### src/rtl/spi_master_ctrl_if.sv
// Purpose: bundles the host handshake and SPI pins of spi_master_ctrl.
// Latency: n/a (wires only).
// Backpressure: start is honoured only while busy is low; there is no queueing.
// Ports: start/cpol/cpha/in_data (host -> ctrl), busy/done/read_data (ctrl -> host),
//        sclk/cs_n/mosi (ctrl -> slave), miso (slave -> ctrl).
interface spi_master_ctrl_if #(
  parameter int DATA_W = 8
);
  logic              start;
  logic              cpol;
  logic              cpha;
  logic [DATA_W-1:0] in_data;
  logic              busy;
  logic              done;
  logic [DATA_W-1:0] read_data;
  logic              sclk;
  logic              cs_n;
  logic              mosi;
  logic              miso;

  // The SPI master controller side.
  modport master (
    input  start, cpol, cpha, in_data, miso,
    output busy, done, read_data, sclk, cs_n, mosi
  );

  // The host / bench side driving the controller.
  modport slave (
    output start, cpol, cpha, in_data, miso,
    input  busy, done, read_data, sclk, cs_n, mosi
  );
endinterface

### src/rtl/spi_master_ctrl.sv
// Purpose: SPI master, all four CPOL/CPHA modes, LSB-first, full-duplex DATA_W-bit transfers.
// Latency: done = start cycle + 1 + (2*DATA_W+1)*CLK_DIV; all outputs registered.
// Backpressure: start ignored while busy (busy also covers the done cycle); no queueing.
// Ports: clk, reset (sync, active-high), bus (spi_master_ctrl_if.master).
module spi_master_ctrl #(
  parameter int DATA_W  = 8,
  parameter int CLK_DIV = 2
) (
  input  logic                clk,
  input  logic                reset,
  spi_master_ctrl_if.master   bus
);

  localparam int EDGES = 2 * DATA_W;
  localparam int EW    = $clog2(EDGES + 1);
  localparam int DW_C  = (CLK_DIV > 1) ? $clog2(CLK_DIV) : 1;

  typedef enum logic [1:0] {IDLE, SETUP, SHIFT, HOLD} state_t;

  state_t            state, state_nxt;
  logic              accept;
  logic [DW_C-1:0]   div_cnt;
  logic              tick;
  logic [EW-1:0]     edge_cnt;     // number of SCLK edges already produced (k-1 for the next edge)
  logic              cpha_l;
  logic [DATA_W-1:0] tx_sr;
  logic [DATA_W-1:0] rx_sr;
  logic              leading;
  logic              last_edge;
  logic              do_drive;
  logic              do_sample;

  logic              sclk_q;
  logic              cs_n_q;
  logic              mosi_q;
  logic              busy_q;
  logic              done_q;
  logic [DATA_W-1:0] rd_q;

  // Divider restarts when a transfer is accepted, so tick n lands CLK_DIV*n cycles after cs_n falls.
  assign tick      = (div_cnt == DW_C'(CLK_DIV - 1));
  // Next edge is odd-numbered (leading) when an even number of edges has been produced.
  assign leading   = ~edge_cnt[0];
  assign last_edge = (edge_cnt == EW'(EDGES - 1));
  // cpha=0: drive on trailing edges except the final one; cpha=1: drive on leading edges.
  assign do_drive  = (leading == cpha_l) && !last_edge;
  assign do_sample = leading ^ cpha_l;

  always_comb begin
    state_nxt = state;
    accept    = 1'b0;
    case (state)
      IDLE: begin
        if (bus.start && !busy_q) begin
          accept    = 1'b1;
          state_nxt = SETUP;
        end
      end
      SETUP:   if (tick) state_nxt = SHIFT;
      SHIFT:   if (tick && last_edge) state_nxt = HOLD;
      HOLD:    if (tick) state_nxt = IDLE;
      default: state_nxt = IDLE;
    endcase
  end

  always_ff @(posedge clk) begin
    if (reset) state <= IDLE;
    else       state <= state_nxt;
  end

  always_ff @(posedge clk) begin
    if (reset) begin
      div_cnt  <= '0;
      edge_cnt <= '0;
      cpha_l   <= 1'b0;
      tx_sr    <= '0;
      rx_sr    <= '0;
      sclk_q   <= 1'b0;
      cs_n_q   <= 1'b1;
      mosi_q   <= 1'b0;
      busy_q   <= 1'b0;
      done_q   <= 1'b0;
      rd_q     <= '0;
    end else begin
      done_q <= 1'b0;

      if (accept || tick) div_cnt <= '0;
      else                div_cnt <= div_cnt + DW_C'(1);

      case (state)
        IDLE: begin
          // Idle level follows cpol; the value present at accept becomes the transfer's polarity.
          sclk_q <= bus.cpol;
          // busy stays high through the done cycle and clears one cycle later.
          busy_q <= 1'b0;
          if (accept) begin
            cpha_l   <= bus.cpha;
            cs_n_q   <= 1'b0;
            busy_q   <= 1'b1;
            edge_cnt <= '0;
            rx_sr    <= '0;
            if (bus.cpha) begin
              tx_sr  <= bus.in_data;
              mosi_q <= 1'b0;
            end else begin
              tx_sr  <= bus.in_data >> 1;
              mosi_q <= bus.in_data[0];
            end
          end
        end
        SETUP, SHIFT: begin
          if (tick) begin
            sclk_q   <= ~sclk_q;
            edge_cnt <= edge_cnt + EW'(1);
            if (do_drive) begin
              mosi_q <= tx_sr[0];
              tx_sr  <= tx_sr >> 1;
            end
            // Shift in at the MSB: after DATA_W samples the first one sits at bit 0.
            if (do_sample) rx_sr <= {bus.miso, rx_sr[DATA_W-1:1]};
          end
        end
        HOLD: begin
          if (tick) begin
            cs_n_q <= 1'b1;
            done_q <= 1'b1;
            rd_q   <= rx_sr;
          end
        end
        default: ;
      endcase
    end
  end

  assign bus.sclk      = sclk_q;
  assign bus.cs_n      = cs_n_q;
  assign bus.mosi      = mosi_q;
  assign bus.busy      = busy_q;
  assign bus.done      = done_q;
  assign bus.read_data = rd_q;

endmodule

### src/flat_wrapper.sv
// flat-port wrapper written by rule: the top's interface ports become plain ports
module spi_master_ctrl_flat 
#(
  parameter int DATA_W  = 8,
  parameter int CLK_DIV = 2
)
  (clk, reset, bus_start, bus_cpol, bus_cpha, bus_in_data, bus_miso, bus_busy, bus_done, bus_read_data, bus_sclk, bus_cs_n, bus_mosi);
  spi_master_ctrl_if #(.DATA_W(DATA_W)) bus_i ();
  input  logic clk;
  input  logic reset;
  input wire logic [$bits(bus_i.start)-1:0] bus_start;
  input wire logic [$bits(bus_i.cpol)-1:0] bus_cpol;
  input wire logic [$bits(bus_i.cpha)-1:0] bus_cpha;
  input wire logic [$bits(bus_i.in_data)-1:0] bus_in_data;
  input wire logic [$bits(bus_i.miso)-1:0] bus_miso;
  output wire logic [$bits(bus_i.busy)-1:0] bus_busy;
  output wire logic [$bits(bus_i.done)-1:0] bus_done;
  output wire logic [$bits(bus_i.read_data)-1:0] bus_read_data;
  output wire logic [$bits(bus_i.sclk)-1:0] bus_sclk;
  output wire logic [$bits(bus_i.cs_n)-1:0] bus_cs_n;
  output wire logic [$bits(bus_i.mosi)-1:0] bus_mosi;
  assign bus_i.start = bus_start;
  assign bus_i.cpol = bus_cpol;
  assign bus_i.cpha = bus_cpha;
  assign bus_i.in_data = bus_in_data;
  assign bus_i.miso = bus_miso;
  assign bus_busy = bus_i.busy;
  assign bus_done = bus_i.done;
  assign bus_read_data = bus_i.read_data;
  assign bus_sclk = bus_i.sclk;
  assign bus_cs_n = bus_i.cs_n;
  assign bus_mosi = bus_i.mosi;
  spi_master_ctrl #(.DATA_W(DATA_W), .CLK_DIV(CLK_DIV)) u_core (.clk(clk), .reset(reset), .bus(bus_i));
endmodule
### config.mk
export PLATFORM = sky130hd
export DESIGN_NAME = spi_master_ctrl_flat
export DESIGN_NICKNAME = d
export VERILOG_FILES = /design/src/rtl/spi_master_ctrl_if.sv /design/src/rtl/spi_master_ctrl.sv /design/src/flat_wrapper.sv
export SDC_FILE = /design/constraint.sdc
export NUM_CORES = 1
export LEC_CHECK = 0
export CAP_MARGIN = 30
export CORE_AREA = 4 4 66 68
export CTS_CLUSTER_DIAMETER = 200
export DETAILED_ROUTE_END_ITERATION = 12
export DIE_AREA = 0 0 70 72
export HOLD_SLACK_MARGIN = 0.1
export PLACE_DENSITY = 0.77
export SYNTH_ARGS = -nofsm -noshare
export SYNTH_HDL_FRONTEND = slang
export SYNTH_SLANG_ARGS = --single-unit
### constraint.sdc
create_clock -name clk -period 1.84 [get_ports clk]
set_clock_uncertainty 0.15 [all_clocks]
set_input_delay 0.368 -clock clk [delete_from_list [all_inputs] [get_ports clk]]
set_output_delay 0.368 -clock clk [all_outputs]
set_load 0.1 [all_outputs]
==> results.json <==
{
  "ioPinCount": 27,
  "p_sw_mw": 1.99,
  "grt_overflow_total": 0,
  "synth_fp_nets": 238,
  "worst_path_max_delay_cell": "dfxtp_4",
  "worst_hold_check_path_type": "reg -> reg",
  "worst-endpoint-arrival_ns": 1.91,
  "dpl_worst_slack_ns": -0.233,
  "final_worst_setup_slack_ns": -0.0364,
  "power.internal_mw": 2.43,
  "cts_tree": "done",
  "dr.pass1.iters": 4,
  "antenna_cells": 0,
  "globalRouteMet2Util": 0.310,
  "dp_hpwl_um": 3060,
  "maximum_ir_drop_on_the_vdd_rail_mv": 1.67,
  "layout_min_cycle_time_ns": 1.88,
  "min_delay_worst_endpoint": "u_core.tx_sr[7]",
  "worstSkewPairLatency_ns": 0.29,
  "grt.met3_usage": 0.0512,
  "synth_area_leader_cell": "dfxtp_1",
  "number_of_rows_created_at_floorplan": 23,
  "finalWeightedCongestion": 0.852,
  "period_share": 1.02,
  "yosys_most_used_dff": "dfxtp_1",
  "antenna_violating_nets_post_route": 0,
  "grt_antenna_before_repair": 0,
  "core_area_um2": 3860,
  "drt-wirelength-per-cell_um": 14.8,
  "critical_path_start_end_classification": "reg -> reg",
  "initial_core_util": 0.456,
  "r2r_cells": 8,
  "globalRouteMet1Util": 0.214,
  "finalNetCount": 276,
  "clkPwrFrac": 0.121,
  "cts.reportedPaths.clkPinSlew_ns": 0.07,
  "synth_top_cells_by_area": "dfxtp_1, a21oi_1, nand2_1, ha_1, mux2i_1",
  "postRouteWirelength_um": 4490,
  "reg2reg_from": "u_core.edge_cnt[0]",
  "io_port_bufs": 26,
  "setup.worst_path.end_class": "flip-flop",
  "power.total_mw": 4.41,
  "place_area_um2": 2360,
  "post-route-cell-area_um2": 2580,
  "drt_iter0_drc": 67,
  "leakage_dissipation_nw": 0.920,
  "slew_headroom": 0.753,
  "outcome": "finished with violations",
  "post_drt_via_cell_ratio": 5.67,
  "cts_inserted_buffers": 5,
  "post-route-drc-count": 0,
  "violated_checks": "negative setup slack",
  "ys_seq_area_frac": 0.432,
  "cp_common_cell": "ha_4",
  "timing.critical_path.required_ns": 1.87,
  "die_height_um": 72,
  "synth_async_sr_flop_share": 0,
  "cp_cell_sequence": "ha_4 -> and3_4 -> ha_4 -> nand2_2 -> a222oi_1 -> buf_4 -> mux2i_1 -> nor2_1",
  "ys_seq_elements": 38,
  "p_seq_frac": 0.271,
  "timing.fmax_ghz": 0.533,
  "switching_share": 0.450,
  "ctsHoldBuffers": 0,
  "number_of_warnings_reported_in_the_yosys_synthesis_log": 0,
  "synth_cells": 216,
  "fp.dieW_um": 70,
  "maxCapViolCount": 0,
  "power_density_nw_per_um2": 1710,
  "peak_per_stage_delay_on_the_critical_path_ns": 0.36,
  "hold_violations": 0,
  "fill_cells": 303,
  "share_comb_of_total_power": 0.608,
  "min_path_cells": 2,
  "min-delay-start": "u_core.tx_sr[7]",
  "rr_endpoint": "u_core.state[1]",
  "post-route-util": 0.669,
  "timing_worst_slew_pin_value_ns": 0.370,
  "syn_area_um2": 1760,
  "grt_start_max_net_pins": 20,
  "ctsRootBufferMaster": "clkbuf_8",
  "final_cells": 304,
  "maxSlewViolCount": 0,
  "synth_enable_flop_cells": 0,
  "share_of_post_route_cells_with_drive_strength_above_1": 0.307,
  "buffers_from_clock_root_to_sink_at_most": 2,
  "post_synth_num_cell_types": 32,
  "rsz_0062_raised_after_global_routing": "yes",
  "design.die.area_um2": 5040,
  "holdWs_ns": 0.309,
  "setup_viol_count_final": 3,
  "grt_first_pass_wirelength_um": 7300,
  "critical_path_peak_fanout": 3,
  "start_kind": "flip-flop",
  "grt_use_total": 0.179,
  "grt_pass1_vias": 1599,
  "post-synth-top-area-fraction": 0.432,
  "timing.setup.tns_ns": -0.0771,
  "flow.area_growth_from_synthesis_pct": 46.7,
  "total_number_of_clock_tree_sinks": 38,
  "post-place-cells": 294,
  "vias": 1724,
  "busiest_layer": "met2",
  "syn_avg_cell_area_um2": 8.14,
  "htreeDepth": 2,
  "setup.reg_to_reg.worst_slack_ns": -0.04
}
[cells in the mapped netlist (all sizes together), types with 2 or more instances]
cell and instances:
nand2b 3, clkbuf 13, inv 5, buf 3
a21oi 33, o22ai 2, o21ai 26, nand3 10
mux2i 10, nor2 7, nand3b 3, dfxtp 38
ha 8, or2 2, nand2 30, nand4 8
or3 2, a211oi 2
[cells in the final DEF (no fill, tap or decap), drive strengths merged, types with 3 or more instances in the layout]
| cell | instances |
|---|---|
| o21ai | 26 |
| mux2i | 10 |
| a21oi | 33 |
| nand2 | 30 |
| buf | 34 |
| dfxtp | 38 |
| nand3b | 3 |
| nand3 | 10 |
| ha | 8 |
| nand4 | 8 |
| nand2b | 3 |
| inv | 5 |
| clkdlybuf4s50 | 13 |
| nor2 | 7 |
| clkbuf | 7 |
[registers in the layout, summed over array words and instances, names as in the netlist]
name                  cells
u_core.tx_sr              8
u_core.bus.cs_n           1
u_core.div_cnt            1
u_core.edge_cnt           5
u_core.state              2
u_core.bus.done           1
u_core.rx_sr              8
u_core.bus.busy           1
u_core.bus.read_data      8
u_core.bus.mosi           1
u_core.cpha_l             1
u_core.bus.sclk           1
[power by group through the flow]
stage               clock network [mW]  logic [mW]  registers [mW]
CTS                              0.545        2.28            1.16
floorplan                            0        1.33            1.36
global placement                     0        2.21            1.16
detailed placement                   0        2.27            1.17
global route                     0.577        2.89            1.21
finish                           0.535        2.68            1.19
[worst max-delay path: cells and delay by family, from the launching register on]
family	cells	cell delay [ns]
compound gates	1	0.31
mux	1	0.17
flops	1	0.36
simple gates	3	0.30
fa+ha+maj	2	0.28
buf+inv	1	0.19
[how the worst max path moves through the flow]
stage	from	to	slack (ns)	cells after the start
floorplan	u_core.edge_cnt[0]	u_core.state[1]	0.005	7
finish	u_core.edge_cnt[0]	u_core.state[1]	-0.04	8
CTS	u_core.edge_cnt[0]	u_core.state[1]	0.002	8
global placement	bus_start	u_core.state[1]	-0.16	6
global route	u_core.edge_cnt[0]	u_core.state[1]	-0.16	8
detailed placement	bus_start	u_core.rx_sr[1]	-0.23	6
[logic make-up (layout without fill, tap and decap cells)]
family / after synthesis / in the layout / share of synthesized area
buf+inv: 21 / 59 / 0.0469
compound gates: 69 / 69 / 0.213
xor+xnor: 1 / 1 / 0.00498
mux: 10 / 10 / 0.0569
fa+ha+maj: 8 / 8 / 0.0569
flops: 38 / 38 / 0.432
simple gates: 69 / 69 / 0.188
[layout make-up]
type / instances / area (um^2) / share of cell area
Tap cell: 50 / 62.6 / 0.0242
Inverter: 5 / 21.3 / 0.00824
Clock buffer: 7 / 76.3 / 0.0296
Multi-Input combinational cell: 157 / 1070 / 0.415
Sequential cell: 38 / 774 / 0.300
Timing Repair Buffer: 47 / 576 / 0.223
[layer usage]
metal,vias up,share of wire
li1,845,-
met1,840,0.42
met2,34,0.52
met3,5,0.045
met4,0,0.013
met5,-,0
[timing repair]
| action | CTS | global route |
|---|---|---|
| endpoints found under the setup margin | 10 | 19 |
| resized for setup | 2 | 35 |
| setup buffers | 0 | 2 |
| pin swaps | 4 | 14 |
| cloned | 0 | 1 |
Note: power is estimated with default switching activity, not from simulation.
